[src/rtl/pcs_sync_pkg.sv]
// Shared types and constants for the 1000BASE-X PCS synchronization controller.
package pcs_sync_pkg;

    localparam int unsigned CG_W   = 10;
    localparam int unsigned SUDI_W = CG_W + 1;
    localparam int unsigned GCS_W  = 2;
    localparam int unsigned ONES_W = 4;

    typedef enum logic [3:0] {
        LOSS_OF_SYNC,
        COMMA_DETECT_1,
        COMMA_DETECT_2,
        COMMA_DETECT_3,
        ACQUIRE_SYNC_1,
        ACQUIRE_SYNC_2,
        SYNC_ACQUIRED_1,
        SYNC_ACQUIRED_2,
        SYNC_ACQUIRED_3,
        SYNC_ACQUIRED_4,
        SYNC_ACQUIRED_2A,
        SYNC_ACQUIRED_3A,
        SYNC_ACQUIRED_4A
    } state_t;

    typedef struct packed {
        logic            rx_even;
        logic [CG_W-1:0] cg;
    } sudi_t;

    localparam logic [CG_W-1:0] K28_5_NEG  = 10'b0011111010;
    localparam logic [CG_W-1:0] K28_5_POS  = 10'b1100000101;
    // D16.2 as sent when current RD is positive / negative
    localparam logic [CG_W-1:0] D16_2_RDP  = 10'b1001000101;
    localparam logic [CG_W-1:0] D16_2_RDN  = 10'b0110110101;

    function automatic logic [ONES_W-1:0] popcount(input logic [CG_W-1:0] v);
        logic [ONES_W-1:0] n;
        n = '0;
        for (int i = 0; i < int'(CG_W); i++) begin
            n = n + ONES_W'(v[i]);
        end
        return n;
    endfunction

    function automatic logic is_synced(input state_t s);
        return s inside {SYNC_ACQUIRED_1, SYNC_ACQUIRED_2, SYNC_ACQUIRED_3, SYNC_ACQUIRED_4,
                         SYNC_ACQUIRED_2A, SYNC_ACQUIRED_3A, SYNC_ACQUIRED_4A};
    endfunction

endpackage

[src/rtl/pcs_sync_cg_check.sv]
// Combinational code-group classifier: comma detect, validity vs. running disparity, next RD.
module cg_check
    import pcs_sync_pkg::*;
(
    input  logic [CG_W-1:0] code_group,
    input  logic            rd,
    output logic            comma,
    output logic            invalid,
    output logic            rd_next
);

    logic [ONES_W-1:0] ones;
    logic [ONES_W-1:0] ones_hi;
    logic [ONES_W-1:0] ones_lo;

    // rd = 1 means positive running disparity
    always_comb begin
        ones    = popcount(code_group);
        ones_hi = popcount({4'b0000, code_group[9:4]});
        ones_lo = popcount({6'b000000, code_group[3:0]});
        comma   = (code_group[9:3] == 7'b0011111) || (code_group[9:3] == 7'b1100000);
        invalid = (ones < 4'd4) || (ones > 4'd6)
               || (ones_hi < 4'd2) || (ones_hi > 4'd4)
               || (ones_lo < 4'd1) || (ones_lo > 4'd3)
               || ((ones == 4'd6) && rd)
               || ((ones == 4'd4) && !rd);
        rd_next = rd;
        if (!invalid) begin
            if (ones == 4'd6) begin
                rd_next = 1'b1;
            end else if (ones == 4'd4) begin
                rd_next = 1'b0;
            end
        end
    end

endmodule

[src/rtl/pcs_sync.sv]
// 1000BASE-X receive synchronization FSM: comma alignment, even/odd labelling and sync_status.
module pcs_sync
    import pcs_sync_pkg::*;
#(
    parameter int unsigned GOOD_CGS_MAX = 3
) (
    input  logic              rx_clk,
    input  logic              mr_main_reset,
    input  logic [CG_W-1:0]   code_group,
    input  logic              signal_detect,
    output logic [SUDI_W-1:0] sudi,
    output logic              sync_status
);

    state_t             state, state_nxt;
    logic               rx_even, rx_even_nxt;
    logic               rd, rd_nxt;
    logic [GCS_W-1:0]   good_cgs, good_cgs_nxt;
    logic [GCS_W:0]     good_inc;
    logic [GCS_W-1:0]   good_sat;
    logic               good_hit;
    logic               comma, invalid, rd_chk;
    logic               cgbad, is_data;
    logic [ONES_W-1:0]  ones_raw;
    sudi_t              sudi_nxt;

    cg_check u_cg_check (
        .code_group (code_group),
        .rd         (rd),
        .comma      (comma),
        .invalid    (invalid),
        .rd_next    (rd_chk)
    );

    assign cgbad    = invalid || (comma && rx_even);
    assign is_data  = !invalid && !comma;
    assign ones_raw = popcount(code_group);
    // good_cgs counts the good group being evaluated, so GOOD_CGS_MAX goods step back a level
    assign good_inc = {1'b0, good_cgs} + (GCS_W+1)'(1);
    assign good_hit = (good_inc == (GCS_W+1)'(GOOD_CGS_MAX));
    assign good_sat = good_inc[GCS_W] ? '1 : good_inc[GCS_W-1:0];

    always_comb begin
        state_nxt    = state;
        good_cgs_nxt = '0;
        case (state)
            LOSS_OF_SYNC:     if (comma) state_nxt = COMMA_DETECT_1;
            COMMA_DETECT_1:   state_nxt = is_data ? ACQUIRE_SYNC_1  : LOSS_OF_SYNC;
            COMMA_DETECT_2:   state_nxt = is_data ? ACQUIRE_SYNC_2  : LOSS_OF_SYNC;
            COMMA_DETECT_3:   state_nxt = is_data ? SYNC_ACQUIRED_1 : LOSS_OF_SYNC;
            ACQUIRE_SYNC_1: begin
                if (cgbad)      state_nxt = LOSS_OF_SYNC;
                else if (comma) state_nxt = COMMA_DETECT_2;
            end
            ACQUIRE_SYNC_2: begin
                if (cgbad)      state_nxt = LOSS_OF_SYNC;
                else if (comma) state_nxt = COMMA_DETECT_3;
            end
            SYNC_ACQUIRED_1:  if (cgbad) state_nxt = SYNC_ACQUIRED_2;
            SYNC_ACQUIRED_2: begin
                state_nxt    = cgbad ? SYNC_ACQUIRED_3 : SYNC_ACQUIRED_2A;
                good_cgs_nxt = cgbad ? '0 : GCS_W'(1);
            end
            SYNC_ACQUIRED_3: begin
                state_nxt    = cgbad ? SYNC_ACQUIRED_4 : SYNC_ACQUIRED_3A;
                good_cgs_nxt = cgbad ? '0 : GCS_W'(1);
            end
            SYNC_ACQUIRED_4: begin
                state_nxt    = cgbad ? LOSS_OF_SYNC : SYNC_ACQUIRED_4A;
                good_cgs_nxt = cgbad ? '0 : GCS_W'(1);
            end
            SYNC_ACQUIRED_2A: begin
                if (cgbad)         state_nxt = SYNC_ACQUIRED_3;
                else if (good_hit) state_nxt = SYNC_ACQUIRED_1;
                else               good_cgs_nxt = good_sat;
            end
            SYNC_ACQUIRED_3A: begin
                if (cgbad)         state_nxt = SYNC_ACQUIRED_4;
                else if (good_hit) state_nxt = SYNC_ACQUIRED_2;
                else               good_cgs_nxt = good_sat;
            end
            SYNC_ACQUIRED_4A: begin
                if (cgbad)         state_nxt = LOSS_OF_SYNC;
                else if (good_hit) state_nxt = SYNC_ACQUIRED_3;
                else               good_cgs_nxt = good_sat;
            end
            default:          state_nxt = LOSS_OF_SYNC;
        endcase

        if (!signal_detect) begin
            state_nxt    = LOSS_OF_SYNC;
            good_cgs_nxt = '0;
        end

        rx_even_nxt = (state_nxt inside {COMMA_DETECT_1, COMMA_DETECT_2, COMMA_DETECT_3})
                    ? 1'b1 : !rx_even;

        // while unsynchronized RD tracks the raw disparity without validity checks
        rd_nxt = rd_chk;
        if (state == LOSS_OF_SYNC) begin
            rd_nxt = rd;
            if (ones_raw == 4'd6) begin
                rd_nxt = 1'b1;
            end else if (ones_raw == 4'd4) begin
                rd_nxt = 1'b0;
            end
        end

        sudi_nxt.rx_even = rx_even_nxt;
        sudi_nxt.cg      = code_group;
    end

    always_ff @(posedge rx_clk) begin
        if (mr_main_reset) begin
            state       <= LOSS_OF_SYNC;
            rx_even     <= 1'b0;
            rd          <= 1'b0;
            good_cgs    <= '0;
            sudi        <= '0;
            sync_status <= 1'b0;
        end else begin
            state       <= state_nxt;
            rx_even     <= rx_even_nxt;
            rd          <= rd_nxt;
            good_cgs    <= good_cgs_nxt;
            sudi        <= sudi_nxt;
            sync_status <= is_synced(state_nxt);
        end
    end

endmodule

[config.mk]
export PLATFORM = sky130hd
export DESIGN_NAME = pcs_sync
export DESIGN_NICKNAME = d
export VERILOG_FILES = /design/src/rtl/pcs_sync_pkg.sv /design/src/rtl/pcs_sync_cg_check.sv /design/src/rtl/pcs_sync.sv
export SDC_FILE = /design/constraint.sdc
export NUM_CORES = 1
export LEC_CHECK = 0
export ABC_CLOCK_PERIOD_IN_PS = 5300
export CORE_MARGIN = 2
export CORE_UTILIZATION = 52
export CTS_CLUSTER_DIAMETER = 100
export DETAILED_ROUTE_END_ITERATION = 12
export PLACE_DENSITY = 0.9
export REMOVE_ABC_BUFFERS = 1
export SLEW_MARGIN = 20
export SYNTH_ARGS = -nofsm -noshare
export SYNTH_HDL_FRONTEND = slang
export SYNTH_SLANG_ARGS = --single-unit
[constraint.sdc]
create_clock -name rx_clk -period 5.3 [get_ports rx_clk]
set_clock_uncertainty 0.2 [all_clocks]
set_input_delay 0.53 -clock rx_clk [delete_from_list [all_inputs] [get_ports rx_clk]]
set_output_delay 0.53 -clock rx_clk [all_outputs]
set_load 0.01 [all_outputs]
==> results by group, run 1 <==
Clock network
  – Later-pin clock latency in the skew report: 0.30 ns
  – H-tree Lvls: 1
  – Reg clk slew, reported paths: 0.10 ns
  – CTS tree: built
  – Root Driver: clkbuf_4
  – Hold Buf Count CTS: 0
  – # resized after CTS: 0
  – Clock sink count: 19
  – Setup bufs post-CTS: 0
  – CTS Buf Count: 3
  – Max clock buf depth: 2

Power and ir drop
  – Sw power: ~0.13 mW
  – Internal power: 0.2465 mW
  – Switch share: about a third
  – Leakage: 0.6458 nW
  – Sequential Power Share: 40.9%
  – Pwr Density: 227.9 mW/mm^2
  – Max VDD drop: 0.0001880 V
  – Clock share of power: a little under a fifth
  – Combinational share of power: 39.9%

Route
  – DRT iter0 DRCs: 85
  – DR top layer: met4
  – Drt pass-1 iters: 4
  – Antenna-violating nets left: 0
  – Routed vias/inst: about 6
  – DR WL met2: 1.607 mm
  – Via count: 1254
  – DRC viols: 0
  – Met3 wire length: 209 microns
  – Wl on met1: 1.234 mm
  – Wire per inst: 15.00 microns
  – WL final: 3.136 mm

Synth
  – Syn Inst Count: roughly 160
  – Main synth FF type: dfxtp_1
  – Distinct cell type count after synthesis: 46
  – Synthesized cell area: 0.001405 sq mm
  – Most numerous cell in the Yosys netlist: inv_1
  – Synth top area cells: dfxtp_1 27%, fa_1 13%, ha_1 7.1%
  – Synth cell count leaders: 23 x inv_1, 22 x nor2_1, 19 x dfxtp_1, 9 x fa_1
  – Register area share after synthesis: 27.07%
  – Avg Inst Size Synth: between 8 and 9 sq um
  – Synth area leader: dfxtp_1
  – Async set or reset register ratio after synthesis: 0%
  – Synth Register Bits: 19
  – Yosys warnings: 0
  – Yosys top cell area share: 27.07%
  – Number of synthesized flops with an enable pin: 0

Critical path
  – Endpoint type of the worst setup path: flop
  – CP arrival: 4.84 ns
  – Crit-path most repeated cell: fa_1
  – Critical path cell sequence: clkdlybuf4s50_1, ha_1, inv_1, fa_1, fa_1, inv_1, fa_1, inv_1, fa_1, xnor2_1, a2111oi_4, or3b_1, nand4_1, and2_1, o311a_1
  – Crit-path max cell delay: 0.55 ns
  – Slowest stage cell, crit path: a2111oi_4
  – CP required: 5.29 ns
  – Reg2Reg Depth: 7
  – CP max FO: 8
  – Critical path class: input port to flop
  – Critical path startpoint category: input port

Floorplanning
  – Die Span X: 55.98 microns
  – Initial cell density of the core: 55.70%
  – Die Ht: 55.98 microns
  – Num ports: 25
  – Die area: between 0.003 and 0.004 sq mm
  – Core box area: 0.002522 sq mm
  – FP Rows: 18

Min path
  – WHS Path Cells: 2
  – Hold Path Class: flop to flop

STA
  – Final hold violations: 0
  – F_max: 206.2 MHz
  – Total negative setup slack: 0 ns
  – Actual slew at the worst max-slew pin: between 0.6 and 0.7 ns
  – Rel. slew slack: 58.31%
  – Unrepaired setup endpoints after global routing: false
  – Setup Viol. Count Final: 0
  – Slew Limit Fails: 0
  – Final cycle utilization of the critical path: 91.52%
  – Crit path time final: 4.850 ns

Final layout
  – Nets: 210
  – Number of fill cells: 211
  – Fin area: 0.001649 sq mm
  – Layout area overhead: 17.36%
  – Antenna Cells: 0
  – Fraction of layout cells with a size suffix above 1: 5.587%

Global routing
  – Total global routing overflow: 0
  – Wire length of the first global-routing pass: 5.175 mm
  – Pin count of the biggest net entering global routing: 18
  – Initial antenna violation count: 0
  – Vias in the first global route: 1179
  – GRT Resource Usage Total: about a fifth

Placement
  – Port buffer count: 24
  – DPL Wire Length: 2.494 mm
  – Placed Instance Area: 0.001623 sq mm
  – Final RePlAce weighted congestion: around 0.86

Outcome
  – Status: completed

Flow run
  – Max-Cap Viols: 0
[state kept, by name, indices dropped and copies added, names as in the netlist]
signal       count
sudi            11
good_cgs         2
rd               1
state            4
sync_status      1
[layout by cell type (no fill, tap or decap), types with 2 or more instances in the layout]
master / count
nand3b_1: 2
a21o_1: 2
a211oi_1: 4
or3b_1: 2
nor3b_1: 3
nor2_1: 22
clkbuf_4: 3
fa_1: 9
nor3_1: 2
nand2_1: 8
o221ai_1: 2
nand4_1: 2
clkdlybuf4s50_1: 24
inv_1: 23
o21a_1: 2
ha_1: 8
nand2b_1: 2
a311oi_1: 2
xnor2_1: 2
a21oi_1: 6
nand3_1: 2
o21ai_0: 2
dfxtp_1: 19
nor2b_1: 3
nor4_1: 4
[per-stage QoR]
stage               power (mW)  instances  hold slack, ns  util, %  setup WS [ns]
finish                  0.3759        209          0.3508    65.38         0.4496
global route            0.3975        209          0.3457    65.38         0.2483
CTS                     0.3790        209          0.3228    65.38         0.4742
detailed placement      0.3053        205          0.3049    64.34         0.1455
global placement        0.2928        205          0.2939    64.34         0.3075
floorplan               0.2589        151          0.2733        -         0.8967
[logic make-up after synthesis]
logic type               after synthesis  share of synthesized area (%)
multiplexers                           1                         0.7124
buffers and inverters                 31                          10.68
AO/OA/AOI/OAI                         29                          17.28
AND/OR/NAND/NOR                       59                          23.06
flip-flops                            19                          27.07
adder cells (fa/ha/maj)               17                          19.95
XOR/XNOR                               2                          1.247
[per-layer routing]
metal | global-route usage, % | vias to the layer above
met3 | 3.023 | 10
met5 | 0 | -
met4 | 11.22 | 0
li1 | - | 580
met2 | 36.64 | 64
met1 | 24.49 | 600
[power by group through the flow]
stage          Sequential [mW]  Combinational, mW  Clock, mW
2_1_floorplan            0.159              0.100          0
3_3_place_gp             0.157              0.136          0
3_5_place_dp             0.157              0.149          0
4_1_cts                  0.154              0.149     0.0763
5_1_grt                  0.154              0.163     0.0801
6_report                 0.154              0.150     0.0721
[worst max-delay path: cells and delay by family]
kind / cells / cell delay, ns
buffers and inverters: 4 / 0.62
adder cells (fa/ha/maj): 5 / 2.10
AND/OR/NAND/NOR: 3 / 0.51
XOR/XNOR: 1 / 0.21
AO/OA/AOI/OAI: 2 / 0.88
[final cells by class]
type	count	area, sq um	area share [%]
well taps	30	37.54	2.276
multi-input cells	108	874.6	53.03
inverters	24	90.09	5.463
repair buffers	24	240.2	14.57
clock buffers	4	26.28	1.593
flip-flops and latches	19	380.4	23.07
[worst paths after layout]
kind                       from       end  slack [ns]
hold / removal               rd        rd        0.35
setup / recovery  code_group[1]  sudi[10]        0.45
hold reg to reg              rd        rd        0.35
setup reg to reg             rd  sudi[10]        3.02
(Power assumes the default switching activity.)
==> run 2: changes to the inputs <==
CAP_MARGIN = 0   (was unset)
CORE_ASPECT_RATIO = 1.75   (was unset)
GPL_ROUTABILITY_DRIVEN = 0   (was unset)
==> results by group, run 2 (same netlist as run 1, synthesis figures left out) <==
Clock network
  – CTS tree: built
  – Reg clk slew, reported paths: 0.08 ns
  – Max clock buf depth: 2
  – H-tree Lvls: 1
  – Later-pin clock latency in the skew report: 0.27 ns
  – CTS Buf Count: 3
  – Clock sink count: 19
  – Hold Buf Count CTS: 0
  – Setup bufs post-CTS: 0
  – Root Driver: clkbuf_8
  – # resized after CTS: 0

Final layout
  – Fraction of layout cells with a size suffix above 1: approximately 6%
  – Number of fill cells: 230
  – Nets: 210
  – Layout area overhead: 18.52%
  – Top reg by flops: sudi
  – Most common cell after layout, fill and taps aside: clkdlybuf4s50_1
  – Antenna Cells: 0
  – Final non-filler cell total: a little over 200
  – Largest register FFs: 11
  – Fin area: 0.001665 sq mm
  – Commonest cells after routing, fill and taps aside: 24 x clkdlybuf4s50_1, 23 x inv_1, 22 x nor2_1
  – Regs by FF count: sudi (11), state (4), good_cgs (2)

Route
  – Via count: ~1300
  – DRC viols: 0
  – Antenna-violating nets left: 0
  – Drt pass-1 iters: 5
  – WL final: 3.370 mm
  – Routed vias/inst: approximately 6.1
  – DRT iter0 DRCs: 43
  – Wire per inst: 16.36 microns

Placement
  – Placed insts: 202
  – DPL Wire Length: about 2.7 mm
  – Placed Instance Area: 0.001619 sq mm
  – Port buffer count: 24
  – DP Worst Slack: approximately 0.14 ns

Critical path
  – CP required: 5.26 ns
  – Endpoint type of the worst setup path: flop
  – CP max FO: 8
  – RR Startpoint: rd
  – R2r setup slk: 2.98 ns
  – Critical path class: input port to flop
  – CP arrival: 4.92 ns
  – Reg2Reg Depth: 7
  – RR Endpoint: sudi[10]
  – Critical path startpoint category: input port

Min path
  – Hold Crit Start: rd
  – Hold Path Class: flop to flop
  – WHS Path Cells: 2
  – Worst Hold Path EP: rd

Outcome
  – Status: completed

STA
  – Setup Viol. Count Final: 0
  – Final hold violations: 0
  – Rel. slew slack: 59.31%
  – F_max: 201.8 MHz
  – Final cycle utilization of the critical path: 93.48%
  – Setup WS post-layout: 0.3453 ns
  – Actual slew at the worst max-slew pin: approximately 0.6 ns
  – Crit path time final: about 5 ns
  – Unrepaired setup endpoints after global routing: false
  – Hold_ws: 0.3160 ns
  – Slew Limit Fails: 0
  – Total negative setup slack: 0 ns

Floorplanning
  – Die Span X: about 43 microns
  – Initial cell density of the core: a little over half
  – Die Ht: 72.77 microns
  – Die area: 0.003150 sq mm
  – Num ports: 25
  – Core box area: 0.002628 sq mm
  – FP Rows: 25

Power and ir drop
  – Max VDD drop: 0.0001818 V
  – Combinational share of power: 37.5%
  – Internal power: 0.2709 mW
  – Leakage: 0.6563 nW
  – Clock share of power: 25.5%
  – Sw power: 0.1458 mW
  – Switch share: a little over a third
  – Sequential Power Share: 36.9%
  – Pwr Density: 250.2 mW/mm^2

Flow run
  – Max-Cap Viols: 0

Global routing
  – GRT Resource Usage Total: 24.16%
  – Total global routing overflow: 0
  – Vias in the first global route: approximately 1300
  – Pin count of the biggest net entering global routing: 18
  – Wire length of the first global-routing pass: between 5 and 6 mm
  – Initial antenna violation count: 0
==> run 2: cell types whose count changed in the layout (fill, tap and decap cells not counted), sizes merged <==
| cell | previous run | this run |
|---|---|---|
| clkbuf | 4 | 3 |
| clkinv | 1 | 2 |
==> run 2: metrics by stage <==
| stage | power [mW] | util [%] |
|---|---|---|
| global route | 0.4394 | 63.38 |
| CTS | 0.4151 | 63.38 |
| global placement | 0.2941 | 61.62 |
| floorplan | 0.2589 | - |
| finish | 0.4166 | 63.38 |
| detailed placement | 0.3090 | 61.62 |
==> run 2: how the worst max path moves through the flow <==
stage / from / endpoint / slack [ns] / depth (start not counted)
global placement: code_group[4] / sudi[10] / 0.32 / 14
detailed placement: code_group[1] / sudi[10] / 0.14 / 15
global route: code_group[0] / sudi[10] / 0.15 / 15
finish: code_group[5] / sudi[10] / 0.35 / 14
CTS: code_group[1] / sudi[10] / 0.39 / 15
floorplan: code_group[0] / sudi[10] / 0.90 / 14
==> run 2: metal layers <==
metal | vias to the layer above | part of all wire [%] | global-route usage [%]
met4 | 0 | 4.7 | 15.82
met1 | 606 | 32 | 21.54
met2 | 60 | 59 | 45.61
met5 | - | 0 | 0
met3 | 15 | 4.7 | 5.693
li1 | 585 | - | -
==> run 2: final cells by class <==
type,count,area (sq um),share of cell area [%]
multi-input combinational,108,874.6,52.52
clock inverter,1,5.005,0.3005
sequential,19,380.4,22.84
clock buffer,3,41.29,2.479
timing repair buffer,24,240.2,14.43
tap,27,33.78,2.029
inverter,24,90.09,5.409
==> run 2: power groups by stage <==
stage | sequential (mW) | combinational [mW] | clock (mW)
floorplan | 0.159 | 0.100 | 0
global placement | 0.157 | 0.137 | 0
detailed placement | 0.157 | 0.152 | 0
CTS | 0.153 | 0.155 | 0.107
global route | 0.154 | 0.171 | 0.114
finish | 0.154 | 0.156 | 0.106
==> run 2: worst max-delay path: stages <==
cell,delay [ns]
clkdlybuf4s50_1,0.59
inv_1,0.11
fa_1,0.52
fa_1,0.53
inv_1,0.06
fa_1,0.41
inv_1,0.09
fa_1,0.45
xnor2_1,0.22
a2111oi_4,0.55
or3b_1,0.19
nand4_1,0.13
and2_1,0.20
o311a_1,0.31
==> run 3: changes to the inputs <==
ABC_CLOCK_PERIOD_IN_PS = 5700   (was 5300)
CORE_UTILIZATION = 56   (was 52)
GPL_ROUTABILITY_DRIVEN = unset   (was 0)
PLACE_DENSITY = 0.95   (was 0.9)
clock period = 5.7 ns   (was 5.3 ns; I/O delays follow)
==> results by group, run 3 (same netlist as run 1, synthesis figures left out) <==
Critical path
  – CP max FO: 8
  – CP endpoint: sudi[10]
  – Reg2Reg Depth: 7
  – R2r setup slk: 3.40 ns
  – Setup crit start: code_group[1]
  – Buf/Inv on CP: 4
  – Crit-path most repeated cell: fa_1
  – RR Startpoint: state[2]
  – Stages on worst setup path: 15
  – Critical path cell sequence: clkdlybuf4s50_1, ha_1, inv_1, fa_1, fa_1, inv_1, fa_1, inv_1, fa_1, xnor2_1, a2111oi_4, or3b_1, nand4_1, and2_1, o311a_1
  – Crit-path max cell delay: 0.56 ns
  – Critical path class: input port to flop
  – CP required: 5.66 ns
  – Critical path startpoint category: input port
  – Slowest stage cell, crit path: a2111oi_4
  – Endpoint type of the worst setup path: flop
  – RR Endpoint: sudi[10]
  – CP arrival: between 4 and 5 ns
  – Critical path's top delay family: adder cells

Power and ir drop
  – Pwr Density: between 200 and 250 mW/mm^2
  – Leakage: 0.6563 nW
  – Max VDD drop: 0.0002006 V

STA
  – Hold_ws: 0.3087 ns
  – Rel. slew slack: 59.42%
  – F_max: 205.1 MHz
  – Total negative setup slack: 0 ns
  – Slew Limit Fails: 0
  – Actual slew at the worst max-slew pin: a little over 0.6 ns
  – Crit path time final: 4.876 ns
  – Setup Viol. Count Final: 0
  – Final hold violations: 0
  – Final cycle utilization of the critical path: 85.55%
  – Unrepaired setup endpoints after global routing: false

Final layout
  – Post-layout util: slightly below 70%
  – Antenna Cells: 0
  – Most common cell after layout, fill and taps aside: clkdlybuf4s50_1
  – Nets: 210
  – Largest register FFs: 11
  – Fraction of layout cells with a size suffix above 1: between 6 and 7%
  – Top reg by flops: sudi
  – Commonest cells after routing, fill and taps aside: 24 x clkdlybuf4s50_1, 23 x inv_1, 22 x nor2_1
  – Number of fill cells: 195
  – Regs by FF count: sudi (11), state (4), good_cgs (2)
  – Fin area: roughly 0.0017 sq mm
  – Layout area overhead: 18.43%

Placement
  – Port buffer count: 24
  – Final RePlAce weighted congestion: 0.8828
  – DPL Wire Length: around 2.6 mm
  – Placed Instance Area: around 0.0016 sq mm

Clock network
  – Root Driver: clkbuf_8
  – Clock sink count: 19
  – # resized after CTS: 0
  – CTS Buf Count: 3
  – CTS tree: built
  – Later-pin clock latency in the skew report: 0.27 ns
  – Hold Buf Count CTS: 0
  – Max clock buf depth: 2
  – Reg clk slew, reported paths: ~0.080 ns
  – Setup bufs post-CTS: 0
  – H-tree Lvls: 1

Route
  – DRC viols: 0
  – Drt pass-1 iters: 5
  – DRT iter0 DRCs: 62
  – Routed vias/inst: 6.146
  – Antenna-violating nets left: 0
  – Via count: 1260
  – Wire per inst: 16.03 microns
  – WL final: around 3.3 mm

Outcome
  – Status: completed

Global routing
  – Initial antenna violation count: 0
  – Vias in the first global route: 1330
  – GRT Resource Usage Total: approximately a quarter
  – Pin count of the biggest net entering global routing: 18
  – Wire length of the first global-routing pass: 5.595 mm
  – Total global routing overflow: 0

Floorplanning
  – FP Rows: 24
  – Die Ht: 70.27 microns
  – Num ports: 25
  – Die area: 0.002942 sq mm
  – Core box area: about 0.0024 sq mm
  – Die Span X: between 40 and 50 microns
  – Initial cell density of the core: 57.77%

Flow run
  – Max-Cap Viols: 0

Min path
  – Hold Path Class: flop to flop
[run 3: cell counts in the layout (fill, tap and decap cells not counted)]
No cell type changed its count.
[run 3: metrics by stage]
| stage | cells | power (mW) | setup WS, ns |
|---|---|---|---|
| floorplan | 151 | 0.2408 | 1.257 |
| global placement | 201 | 0.2724 | 0.6800 |
| detailed placement | 201 | 0.2840 | 0.5519 |
| CTS | 205 | 0.3802 | 0.8281 |
| global route | 205 | 0.4038 | 0.5634 |
| finish | 205 | 0.3807 | 0.8238 |
[run 3: layer usage]
layer	vias to the layer above	wire length, microns	track usage (%)
li1	581	-	-
met1	595	1069	21.65
met2	65	1895	47.92
met3	19	148	4.910
met4	0	174	18.28
met5	-	0	0
[run 3: final cells by class]
class	instances	area (sq um)	area share [%]
well taps	26	32.53	1.955
repair buffers	24	240.2	14.44
multi-input cells	108	874.6	52.56
inverters	24	90.09	5.414
clock buffers	3	41.29	2.481
clock inverters	1	5.005	0.3008
flip-flops and latches	19	380.4	22.86
[run 3: worst min-delay path, stage by stage (launching register included)]
cell	delay (ns)
dfxtp_1	0.32
nor2_1	0.10
a211oi_1	0.05
[run 3: where the power goes]
part	internal [mW]	switching (mW)	total [mW]	leakage, nW
Sequential	0.139	0.00347	0.143	0.156
Combinational	0.0620	0.0783	0.140	0.474
Clock	0.0488	0.0486	0.0974	0.0255
Total	0.250	0.130	0.381	0.656
[run 3: worst min path at each step]
stage,startpoint,end,depth (start not counted)
after floorplan,rd,rd,2
after global placement,rd,rd,2
after detailed placement,rd,rd,2
after CTS,rd,rd,2
after global routing,rd,rd,2
final,rd,rd,2
